[config.mk]
export PLATFORM = sky130hd
export DESIGN_NAME = ps2_host_tx_flat
export DESIGN_NICKNAME = d
export VERILOG_FILES = /design/src/rtl/ps2_pkg.sv /design/src/rtl/ps2_host_tx_if.sv /design/src/rtl/ps2_line_sync.sv /design/src/rtl/ps2_host_tx.sv /design/src/flat_wrapper.sv
export SDC_FILE = /design/constraint.sdc
export NUM_CORES = 1
export LEC_CHECK = 0
export CELL_PAD_IN_SITES_DETAIL_PLACEMENT = 1
export CELL_PAD_IN_SITES_GLOBAL_PLACEMENT = 1
export CORE_MARGIN = 3
export CORE_UTILIZATION = 30
export DETAILED_ROUTE_END_ITERATION = 12
export PLACE_DENSITY_LB_ADDON = 0.1
export SLEW_MARGIN = 20
export SYNTH_ARGS = -nofsm -noshare
export SYNTH_HDL_FRONTEND = slang
export SYNTH_SLANG_ARGS = --single-unit
[constraint.sdc]
create_clock -name clock -period 2.93 [get_ports clock]
set_clock_uncertainty 0.15 [all_clocks]
set_input_delay 0.586 -clock clock [delete_from_list [all_inputs] [get_ports clock]]
set_output_delay 0.586 -clock clock [all_outputs]
set_load 0.1 [all_outputs]
[src/rtl/ps2_pkg.sv]
// Shared PS/2 definitions: host-TX state encoding, default timing constants,
// common keyboard command bytes and the frame parity helper.
package ps2_pkg;

  typedef logic [7:0] ps2_byte_t;

  localparam logic [2:0] ST_IDLE      = 3'd0;
  localparam logic [2:0] ST_INHIBIT   = 3'd1;
  localparam logic [2:0] ST_START     = 3'd2;
  localparam logic [2:0] ST_SHIFT     = 3'd3;
  localparam logic [2:0] ST_ACK       = 3'd4;
  localparam logic [2:0] ST_WAIT_IDLE = 3'd5;

  // 100 us inhibit and 20 ms inter-edge watchdog at 50 MHz
  localparam int unsigned INHIBIT_CYCLES_DEFAULT = 5000;
  localparam int unsigned TIMEOUT_CYCLES_DEFAULT = 1000000;

  localparam ps2_byte_t CMD_SET_LEDS = 8'hED;
  localparam ps2_byte_t CMD_ENABLE   = 8'hF4;
  localparam ps2_byte_t CMD_RESET    = 8'hFF;

  function automatic logic odd_parity(input ps2_byte_t b);
    return ~^b;
  endfunction

endpackage

[src/rtl/ps2_host_tx_if.sv]
// Byte-request handshake and status between the command issuer and the PS/2 host transmitter.
interface ps2_host_tx_if;
  import ps2_pkg::*;

  logic      tx_valid;
  ps2_byte_t tx_data;
  logic      tx_ready;
  logic      tx_busy;
  logic      tx_done;
  logic      tx_error;

  modport master (output tx_valid, tx_data, input tx_ready, tx_busy, tx_done, tx_error);
  modport slave  (input tx_valid, tx_data, output tx_ready, tx_busy, tx_done, tx_error);

endinterface

[src/rtl/ps2_line_sync.sv]
// Two-flop synchronizer for one PS/2 pad with falling-edge detect; idle (high) after reset.
module ps2_line_sync (
  input  logic clock,
  input  logic reset,
  input  logic raw,
  output logic sync,
  output logic fall
);

  logic meta;
  logic prev;

  always_ff @(posedge clock) begin
    if (reset) begin
      meta <= 1'b1;
      sync <= 1'b1;
      prev <= 1'b1;
    end else begin
      meta <= raw;
      sync <= meta;
      prev <= sync;
    end
  end

  assign fall = prev & ~sync;

endmodule

[src/rtl/ps2_host_tx.sv]
// PS/2 host-to-device byte transmitter (inhibit, start, 8 data, odd parity, stop, ACK).
// Define PS2_TX_ACK_CHECK_EN to turn a device NACK into tx_error instead of tx_done.
module ps2_host_tx
  import ps2_pkg::*;
#(
  parameter int unsigned INHIBIT_CYCLES = INHIBIT_CYCLES_DEFAULT,
  parameter int unsigned TIMEOUT_CYCLES = TIMEOUT_CYCLES_DEFAULT
) (
  input  logic         clock,
  input  logic         reset,
  ps2_host_tx_if.slave tx,
  input  logic         ps2_clk_in,
  input  logic         ps2_data_in,
  output logic         ps2_clk_oe,
  output logic         ps2_data_oe
);

`ifdef PS2_TX_ACK_CHECK_EN
  localparam logic ACK_CHECK = 1'b1;
`else
  localparam logic ACK_CHECK = 1'b0;
`endif

  localparam int unsigned INH_W = (INHIBIT_CYCLES > 1) ? $clog2(INHIBIT_CYCLES) : 1;
  localparam logic [INH_W-1:0] INH_LAST = INH_W'(INHIBIT_CYCLES - 1);
  localparam logic [19:0]      TO_LAST  = 20'(TIMEOUT_CYCLES - 1);

  logic [2:0]       state;
  logic [INH_W-1:0] inhibit_cnt;
  logic [19:0]      wdog;
  logic [9:0]       shift;
  logic [3:0]       edge_cnt;
  logic             nack;
  logic             clk_oe;
  logic             data_oe;
  logic             done;
  logic             error;

  logic clk_sync;
  logic clk_fall;
  logic data_sync;
  logic data_fall_unused;
  logic watching;
  logic timeout;

  ps2_line_sync u_clk_sync (
    .clock (clock),
    .reset (reset),
    .raw   (ps2_clk_in),
    .sync  (clk_sync),
    .fall  (clk_fall)
  );

  ps2_line_sync u_data_sync (
    .clock (clock),
    .reset (reset),
    .raw   (ps2_data_in),
    .sync  (data_sync),
    .fall  (data_fall_unused)
  );

  assign watching = (state == ST_START) || (state == ST_SHIFT) || (state == ST_ACK);
  assign timeout  = watching && !clk_fall && (wdog == TO_LAST);

  // Held at zero outside the device-clocked states, so it is already clear on entering START.
  always_ff @(posedge clock) begin
    if (reset) begin
      wdog <= '0;
    end else if (!watching || clk_fall) begin
      wdog <= '0;
    end else begin
      wdog <= wdog + 20'd1;
    end
  end

  always_ff @(posedge clock) begin
    if (reset) begin
      state       <= ST_IDLE;
      clk_oe      <= 1'b0;
      data_oe     <= 1'b0;
      done        <= 1'b0;
      error       <= 1'b0;
      inhibit_cnt <= '0;
      edge_cnt    <= '0;
      shift       <= '0;
      nack        <= 1'b0;
    end else begin
      done  <= 1'b0;
      error <= 1'b0;
      if (timeout) begin
        clk_oe  <= 1'b0;
        data_oe <= 1'b0;
        error   <= 1'b1;
        state   <= ST_IDLE;
      end else begin
        case (state)
          ST_IDLE: begin
            if (tx.tx_valid) begin
              shift       <= {1'b1, odd_parity(tx.tx_data), tx.tx_data};
              inhibit_cnt <= '0;
              edge_cnt    <= '0;
              clk_oe      <= 1'b1;
              data_oe     <= (INHIBIT_CYCLES == 1);
              state       <= ST_INHIBIT;
            end
          end
          ST_INHIBIT: begin
            if (inhibit_cnt == INH_LAST) begin
              clk_oe <= 1'b0;
              state  <= ST_START;
            end else begin
              inhibit_cnt <= inhibit_cnt + INH_W'(1);
              // start bit goes low during the final inhibit cycle
              if (inhibit_cnt + INH_W'(1) == INH_LAST) begin
                data_oe <= 1'b1;
              end
            end
          end
          ST_START: begin
            if (clk_fall) begin
              data_oe  <= ~shift[0];
              shift    <= shift >> 1;
              edge_cnt <= 4'd1;
              state    <= ST_SHIFT;
            end
          end
          ST_SHIFT: begin
            if (clk_fall) begin
              data_oe  <= ~shift[0];
              shift    <= shift >> 1;
              edge_cnt <= edge_cnt + 4'd1;
              if (edge_cnt == 4'd9) begin
                state <= ST_ACK;
              end
            end
          end
          ST_ACK: begin
            if (clk_fall) begin
              nack  <= data_sync;
              state <= ST_WAIT_IDLE;
            end
          end
          ST_WAIT_IDLE: begin
            if (clk_sync && data_sync) begin
              error <= ACK_CHECK && nack;
              done  <= !(ACK_CHECK && nack);
              state <= ST_IDLE;
            end
          end
          default: begin
            clk_oe  <= 1'b0;
            data_oe <= 1'b0;
            state   <= ST_IDLE;
          end
        endcase
      end
    end
  end

  assign ps2_clk_oe  = clk_oe;
  assign ps2_data_oe = data_oe;

  assign tx.tx_ready = (state == ST_IDLE);
  assign tx.tx_busy  = (state != ST_IDLE);
  assign tx.tx_done  = done;
  assign tx.tx_error = error;

endmodule
[src/flat_wrapper.sv]
// flat-port wrapper written by rule: the top's interface ports become plain ports
module ps2_host_tx_flat import ps2_pkg::*;
#(
  parameter int unsigned INHIBIT_CYCLES = INHIBIT_CYCLES_DEFAULT,
  parameter int unsigned TIMEOUT_CYCLES = TIMEOUT_CYCLES_DEFAULT
)
  (clock, reset, ps2_clk_in, ps2_data_in, ps2_clk_oe, ps2_data_oe, tx_tx_valid, tx_tx_data, tx_tx_ready, tx_tx_busy, tx_tx_done, tx_tx_error);
  ps2_host_tx_if tx_i ();
  input  logic clock;
  input  logic reset;
  input  logic ps2_clk_in;
  input  logic ps2_data_in;
  output logic ps2_clk_oe;
  output logic ps2_data_oe;
  input wire logic [$bits(tx_i.tx_valid)-1:0] tx_tx_valid;
  input wire logic [$bits(tx_i.tx_data)-1:0] tx_tx_data;
  output wire logic [$bits(tx_i.tx_ready)-1:0] tx_tx_ready;
  output wire logic [$bits(tx_i.tx_busy)-1:0] tx_tx_busy;
  output wire logic [$bits(tx_i.tx_done)-1:0] tx_tx_done;
  output wire logic [$bits(tx_i.tx_error)-1:0] tx_tx_error;
  assign tx_i.tx_valid = tx_tx_valid;
  assign tx_i.tx_data = tx_tx_data;
  assign tx_tx_ready = tx_i.tx_ready;
  assign tx_tx_busy = tx_i.tx_busy;
  assign tx_tx_done = tx_i.tx_done;
  assign tx_tx_error = tx_i.tx_error;
  ps2_host_tx #(.INHIBIT_CYCLES(INHIBIT_CYCLES), .TIMEOUT_CYCLES(TIMEOUT_CYCLES)) u_core (.clock(clock), .reset(reset), .tx(tx_i), .ps2_clk_in(ps2_clk_in), .ps2_data_in(ps2_data_in), .ps2_clk_oe(ps2_clk_oe), .ps2_data_oe(ps2_data_oe));
endmodule
==> Word level (Yosys, flattened, before mapping) <==
Index checks and enable logic that the tools add are counted.
Widths: inputs -> output; s select.
{ "classes": {"muxes": 28, "addsub": 3, "n_eq_ne": 19, "bitwise_logic": 7, "reduce_logical": 26} }
{ "op_table": {"columns": ["operator", "count"], "rows": [
  ["$eq 13x13->1 const B", 2],
  ["$mux 13", 2],
  ["$pmux 13 s2", 1],
  ["$mux 3", 7],
  ["$add 20x1->20 const B", 1],
  ["$eq 20x20->1 const B", 1],
  ["$mux 10", 2],
  ["$pmux 10 s2", 1],
  ["$pmux 3 s6", 1],
  ["$ne 2x1->1 const B", 7],
  ["$add 13x1->13 const B", 1],
  ["$mux 4", 3],
  ["$pmux 4 s3", 1],
  ["$reduce_and 5->1", 2],
  ["$mux 1", 8],
  ["$reduce_and 4->1", 2],
  ["$reduce_or 2->1", 4],
  ["$reduce_xnor 8->1", 1],
  ["$reduce_and 7->1", 1],
  ["$eq 3x2->1 const B", 2],
  ["$eq 3x3->1 const B", 2],
  ["$ne 2x2->1 const B", 3],
  ["$not 1->1", 6],
  ["$reduce_bool 3->1", 2],
  ["other kinds (14)", 20]
]} }
{ "word_totals": {"inputBits": 13, "elab_cells": 97, "ff_bits": 59} }

==> Depth between registers and ports, before layout <==
{ "depth": {"ltp_word": 7, "ltp_mapped": 8, "depth_no_buf": 7} }

==> Hierarchy <==
From an unflattened synthesis, not the netlist that was laid out.
{ "hier_totals": {"hier_cells": 386, "hier_area_um2": 3303.2} }
{ "modules_own_cells": {"columns": ["module", "area_each_um2", "n_inst", "cells_per_inst"], "rows": [
  ["ps2_host_tx", 3133.0, 1, 372],
  ["ps2_line_sync", 85.1, 2, 7]
]} }

==> Worst setup path before layout <==
OpenSTA, ideal clock, no wires.
{ "synth_timing": {"path_type": "reg-to-reg", "start": "register u_core.state[0]", "end": "register u_core.shift[9]", "setup_ps": 86, "t_required_ps": 2694, "arrival_ps": 2989, "setup_slack_ps": -294, "path_buffers": 2, "stages_incl_launch_ff": 9, "cell_sequence": "dfxtp_1 > nor2_1 > nand2_1 > inv_1 > a22o_1 > clkbuf_1 > clkbuf_1 > nor2_1 > a211oi_1"} }
{ "synth_lines": {"columns": ["item", "line", "text"], "rows": [
  ["start: declaration", "ps2_host_tx.sv:28", "logic [2:0] state;"],
  ["start signal: assignment", "ps2_host_tx.sv:78", "state <= ST_IDLE;"],
  ["start signal: assignment", "ps2_host_tx.sv:94", "state <= ST_IDLE;"],
  ["start signal: assignment", "ps2_host_tx.sv:104", "state <= ST_INHIBIT;"],
  ["$logic_not 3->1 (*)", null, null],
  ["via tx_tx_ready", "flat_wrapper.sv:17", "output wire logic [$bits(tx_i.tx_ready)-1:0] tx_tx_ready;"],
  ["$ne 2x2->1 (no source line) / $reduce_bool 2->1 (equally long branches)", null, null],
  ["$reduce_and 4->1 (no source line)", null, null],
  ["end signal: assignment", "ps2_host_tx.sv:99", "shift <= {1'b1, odd_parity(tx.tx_data), tx.tx_data};"],
  ["end signal: assignment", "ps2_host_tx.sv:122", "shift <= shift >> 1;"],
  ["end signal: assignment", "ps2_host_tx.sv:130", "shift <= shift >> 1;"],
  ["end: declaration", "ps2_host_tx.sv:31", "logic [9:0] shift;"]
]} }
Mark *: on every way through the listed nets, which the timed path passes. The rest lies on a longest branch.
A chain may end at the register's enable or synchronous reset.

==> Worst setup path after layout <==
{ "layout_timing": {"start": "register u_core.state[1]", "end": "register u_core.inhibit_cnt[12]"} }
{ "layout_between": {"elab_chain_len": 7} }
{ "layout_lines": {"columns": ["item", "line", "text"], "rows": [
  ["$eq 3x2->1", "ps2_host_tx.sv:62", "assign watching = (state == ST_START) || (state == ST_SHIFT) || (state == ST_ACK);"],
  ["$logic_or 1x1->1 (2 in a row)", "ps2_host_tx.sv:62", null],
  ["$logic_and 1x1->1 (2 in a row)", "ps2_host_tx.sv:63", "assign timeout = watching && !clk_fall && (wdog == TO_LAST);"],
  ["$not 1->1 (no source line)", null, null],
  ["$reduce_and 4->1 (no source line)", null, null],
  ["end signal: assignment", "ps2_host_tx.sv:112", "inhibit_cnt <= inhibit_cnt + INH_W'(1);"],
  ["end: declaration", "ps2_host_tx.sv:29", "logic [INH_W-1:0] inhibit_cnt;"]
]} }
Parallel ways exist; a longest one is shown, timed or not.

==> tab_implementation.tex <==
\begin{tabular}{lr}
\hline
Metric & Value \\
\hline
\multicolumn{2}{l}{\textbf{Routing}} \\
Number of vias per cell & $\sim$5 \\
First-iteration detailed-routing DRC count & 67 \\
WL/cell & 14.6 um \\
Post-DRT Antenna Nets & 0 \\
Detailed Routing Iterations Pass 1 & 4 \\
Residual DRC & 0 \\
Sum of routed wire length over all layers & approximately 7700 um \\
Via count & between 2k and 3k \\
\multicolumn{2}{l}{\textbf{Layout}} \\
Commonest cells after routing, fill and taps aside & 59 x sky130\_fd\_sc\_hd\_\_dfxtp\_1, 53 x sky130\_fd\_sc\_hd\_\_nor2\_1, 33 x sky130\_fd\_sc\_hd\_\_nand2\_1 \\
Area growth, synth to finish & 19.7\% \\
Number of nets at the end of the flow & 407 \\
\# diodes & 0 \\
Filler-free cell count of the finished design & 523 \\
Fraction of layout instances using a drive strength above 1 & 0.107 \\
Most common cell after layout, fill and taps aside & sky130\_fd\_sc\_hd\_\_dfxtp\_1 \\
Final core area utilization & 0.375 \\
\multicolumn{2}{l}{\textbf{Critical path}} \\
Timing startpoint of the critical path & u\_core.state[1] \\
Cell with the largest stage delay on the worst path & sky130\_fd\_sc\_hd\_\_or3b\_1 \\
CP Cell Sequence & or3b\_1, a31oi\_1, buf\_4, a41oi\_1, a211oi\_1 \\
Startpoint type of the worst setup path & register \\
Setup slack of the most critical reg-to-reg path & roughly 570 ps \\
Crit path arrival time & around 2500 ps \\
CP top delay family & compound AO/OA/AOI/OAI gates \\
Required time of the critical path & 3030 ps \\
Worst setup EP type & register \\
Max Fanout on Critical Path & 14 \\
Biggest cell delay along the critical path & $\sim$560 ps \\
Source of the worst register-to-register timing path & u\_core.state[1] \\
Critical path class & reg -> reg \\
Buffers and inverters on the worst path & 1 \\
\multicolumn{2}{l}{\textbf{Clock tree}} \\
Library cell used as clock root buffer & sky130\_fd\_sc\_hd\_\_clkbuf\_8 \\
CTS tree & built \\
Setup Buffers After CTS & 0 \\
Clock slew at reported path FFs & 70 ps \\
CTS H-tree depth & 3 \\
Cts-stage hold buffer count & 0 \\
Total clock buffers created by CTS & 9 \\
Max Buffers Root-to-Sink & 2 \\
Worst-Skew Late Latency & 340 ps \\
Num Clock Sinks & between 50 and 60 \\
Resized Gates After CTS & 0 \\
\multicolumn{2}{l}{\textbf{GRT}} \\
Total track usage & 0.147 \\
Overflow after GRT & 0 \\
Via count of the first global-routing pass & 2638 \\
Maximum number of pins on one net before global-route repair & 32 \\
First-pass GRT wire length & 13200 um \\
Initial antenna violation count & 0 \\
\multicolumn{2}{l}{\textbf{Floorplan}} \\
Row Count & 35 \\
Area of the core region & 9370 um2 \\
Io pins & 19 \\
Initial core utilization & 0.314 \\
Height of the chip & 105 um \\
Die width & 105 um \\
Die outline area & 11000 um2 \\
\multicolumn{2}{l}{\textbf{Timing}} \\
Post-layout minimum cycle time & 2360 ps \\
Fin Setup TNS & 0 ps \\
Fraction of the cycle the final worst path needs & 0.804 \\
F\_max & 0.424 GHz \\
Final hold vios & 0 \\
Worst slack on hold paths & 262 ps \\
RSZ-0062 raised after global routing & false \\
Slew headroom & 0.619 \\
Finish-stage setup viols & 0 \\
Pin slew with the least headroom to its limit & 569 ps \\
Slew Viols, Final & 0 \\
\multicolumn{2}{l}{\textbf{Power and ir drop}} \\
Maximum resistive drop on vdd & 0.241 mV \\
Internal power consumption & 0.00145 W \\
Power density of the placed cells & around 560 nW/um2 \\
Leakage power total & 1.17 nW \\
Net Sw Power & 0.000530 W \\
Part of the total power dissipated in combinational logic & 0.141 \\
Sw frac & 0.267 \\
Clk pwr share & 0.432 \\
Fraction of power consumed by sequential logic & 0.427 \\
\multicolumn{2}{l}{\textbf{Yosys}} \\
Sequential area share after synthesis & 0.402 \\
Leading register cell type out of synthesis & sky130\_fd\_sc\_hd\_\_dfxtp\_1 \\
Average cell area after synthesis & 8.05 um2 \\
Number of distinct standard cells referenced by the synthesized netlist & 50 \\
Async set or reset register ratio after synthesis & 0 \\
Summed instance area of the synthesized netlist & 2940 um2 \\
Total of flip-flops plus latches after synthesis & 59 \\
Number of enable-type register cells in the synthesized netlist & 0 \\
Post-Synthesis Net Count & about 380 \\
Yosys synthesis warning count & 0 \\
Number of instances in the synthesized netlist & 365 \\
\multicolumn{2}{l}{\textbf{Outcome}} \\
Result of the run & completed \\
\multicolumn{2}{l}{\textbf{Job}} \\
Number of violations of the max-capacitance limit & 0 \\
\multicolumn{2}{l}{\textbf{Placed design}} \\
Buffers added on ports & 18 \\
Final weighted congestion of routability-driven global placement & around 0.71 \\
HPWL after detailed placement & 5320 um \\
Placed instance count & 507 \\
\multicolumn{2}{l}{\textbf{Worst hold path}} \\
Startpoint of the most critical hold path & u\_core.u\_data\_sync.meta \\
Class of the tightest hold or removal check & reg -> reg \\
\hline
\end{tabular}
power by group through the flow:
stage	logic (W)	clock network [W]	registers (W)
after global placement	0.000280	0	0.000865
after CTS	0.000285	0.000893	0.000846
after global routing	0.000311	0.000925	0.000850
after detailed placement	0.000284	0	0.000864
after floorplan	0.000178	0	0.000887
final	0.000281	0.000857	0.000846
flip-flops by register name, summed over array words and instances, names as in the netlist, 3 cells and up:
register,flops
u_core.wdog,20
u_core.inhibit_cnt,13
u_core.shift,10
u_core.edge_cnt,4
u_core.state,3
cell usage after synthesis (5+ instances only):
library cell	instances	share of area
sky130_fd_sc_hd__or2_2	5	0.011
sky130_fd_sc_hd__nor3_1	10	0.017
sky130_fd_sc_hd__nand2_1	34	0.043
sky130_fd_sc_hd__and3_1	5	0.011
sky130_fd_sc_hd__a311oi_1	9	0.027
sky130_fd_sc_hd__nand3_1	12	0.020
sky130_fd_sc_hd__a211oi_1	6	0.015
sky130_fd_sc_hd__clkbuf_1	14	0.018
sky130_fd_sc_hd__ha_1	5	0.021
sky130_fd_sc_hd__xor2_1	7	0.021
sky130_fd_sc_hd__nor2_1	53	0.068
sky130_fd_sc_hd__xnor2_1	19	0.057
sky130_fd_sc_hd__nand4_1	12	0.026
sky130_fd_sc_hd__inv_1	14	0.018
sky130_fd_sc_hd__or3_1	5	0.011
sky130_fd_sc_hd__a21oi_1	26	0.044
sky130_fd_sc_hd__dfxtp_1	59	0.40
sky130_fd_sc_hd__o21ai_0	13	0.022
worst register-to-register path, stage by stage (launching register included):
cell	delay, ps
sky130_fd_sc_hd__dfxtp_1	460
sky130_fd_sc_hd__or3b_1	570
sky130_fd_sc_hd__a31oi_1	490
sky130_fd_sc_hd__buf_4	270
sky130_fd_sc_hd__a41oi_1	120
sky130_fd_sc_hd__a211oi_1	210
cells by family (layout without fill, tap and decap cells):
group / after synthesis / in the layout / synth area share
adder cells (fa/ha/maj): 5 / 5 / 0.0213
AO/OA/AOI/OAI: 74 / 74 / 0.163
multiplexers: 1 / 1 / 0.00341
buffers and inverters: 33 / 62 / 0.0473
XOR/XNOR: 26 / 26 / 0.0775
flip-flops: 59 / 59 / 0.402
AND/OR/NAND/NOR: 167 / 167 / 0.286
layer usage:
metal | track usage | vias to the layer above | part of all wire
li1 | - | 1344 | -
met1 | 0.195 | 1268 | 0.51
met2 | 0.231 | 26 | 0.46
met3 | 0.0426 | 6 | 0.026
met4 | 0.0412 | 0 | 0.0094
met5 | 0 | - | 0
stage by stage:
step           worst slack, ps  power [W]  instance area [um2]
2_1_floorplan              204    0.00106                 2950
3_3_place_gp               552    0.00115                 3290
3_5_place_dp               521    0.00115                 3290
4_1_cts                    556    0.00202                 3520
5_1_grt                    396    0.00209                 3520
6_report                   573    0.00198                 3520
final timing paths:
check,end,cells past startpoint
max reg2reg,u_core.inhibit_cnt[12],5
min reg2reg,u_core.u_data_sync.sync,1
max,u_core.inhibit_cnt[12],5
min,u_core.u_data_sync.sync,1
final cells by class:
| cell class | instances | area (um2) |
|---|---|---|
| clock buffers | 12 | 155 |
| clock inverters | 4 | 72.6 |
| fillers | 1138 | 5850 |
| inverters | 14 | 56.3 |
| multi-input cells | 273 | 1620 |
| flip-flops and latches | 59 | 1180 |
| well taps | 129 | 161 |
| repair buffers | 32 | 270 |
(Power assumes the default switching activity.)
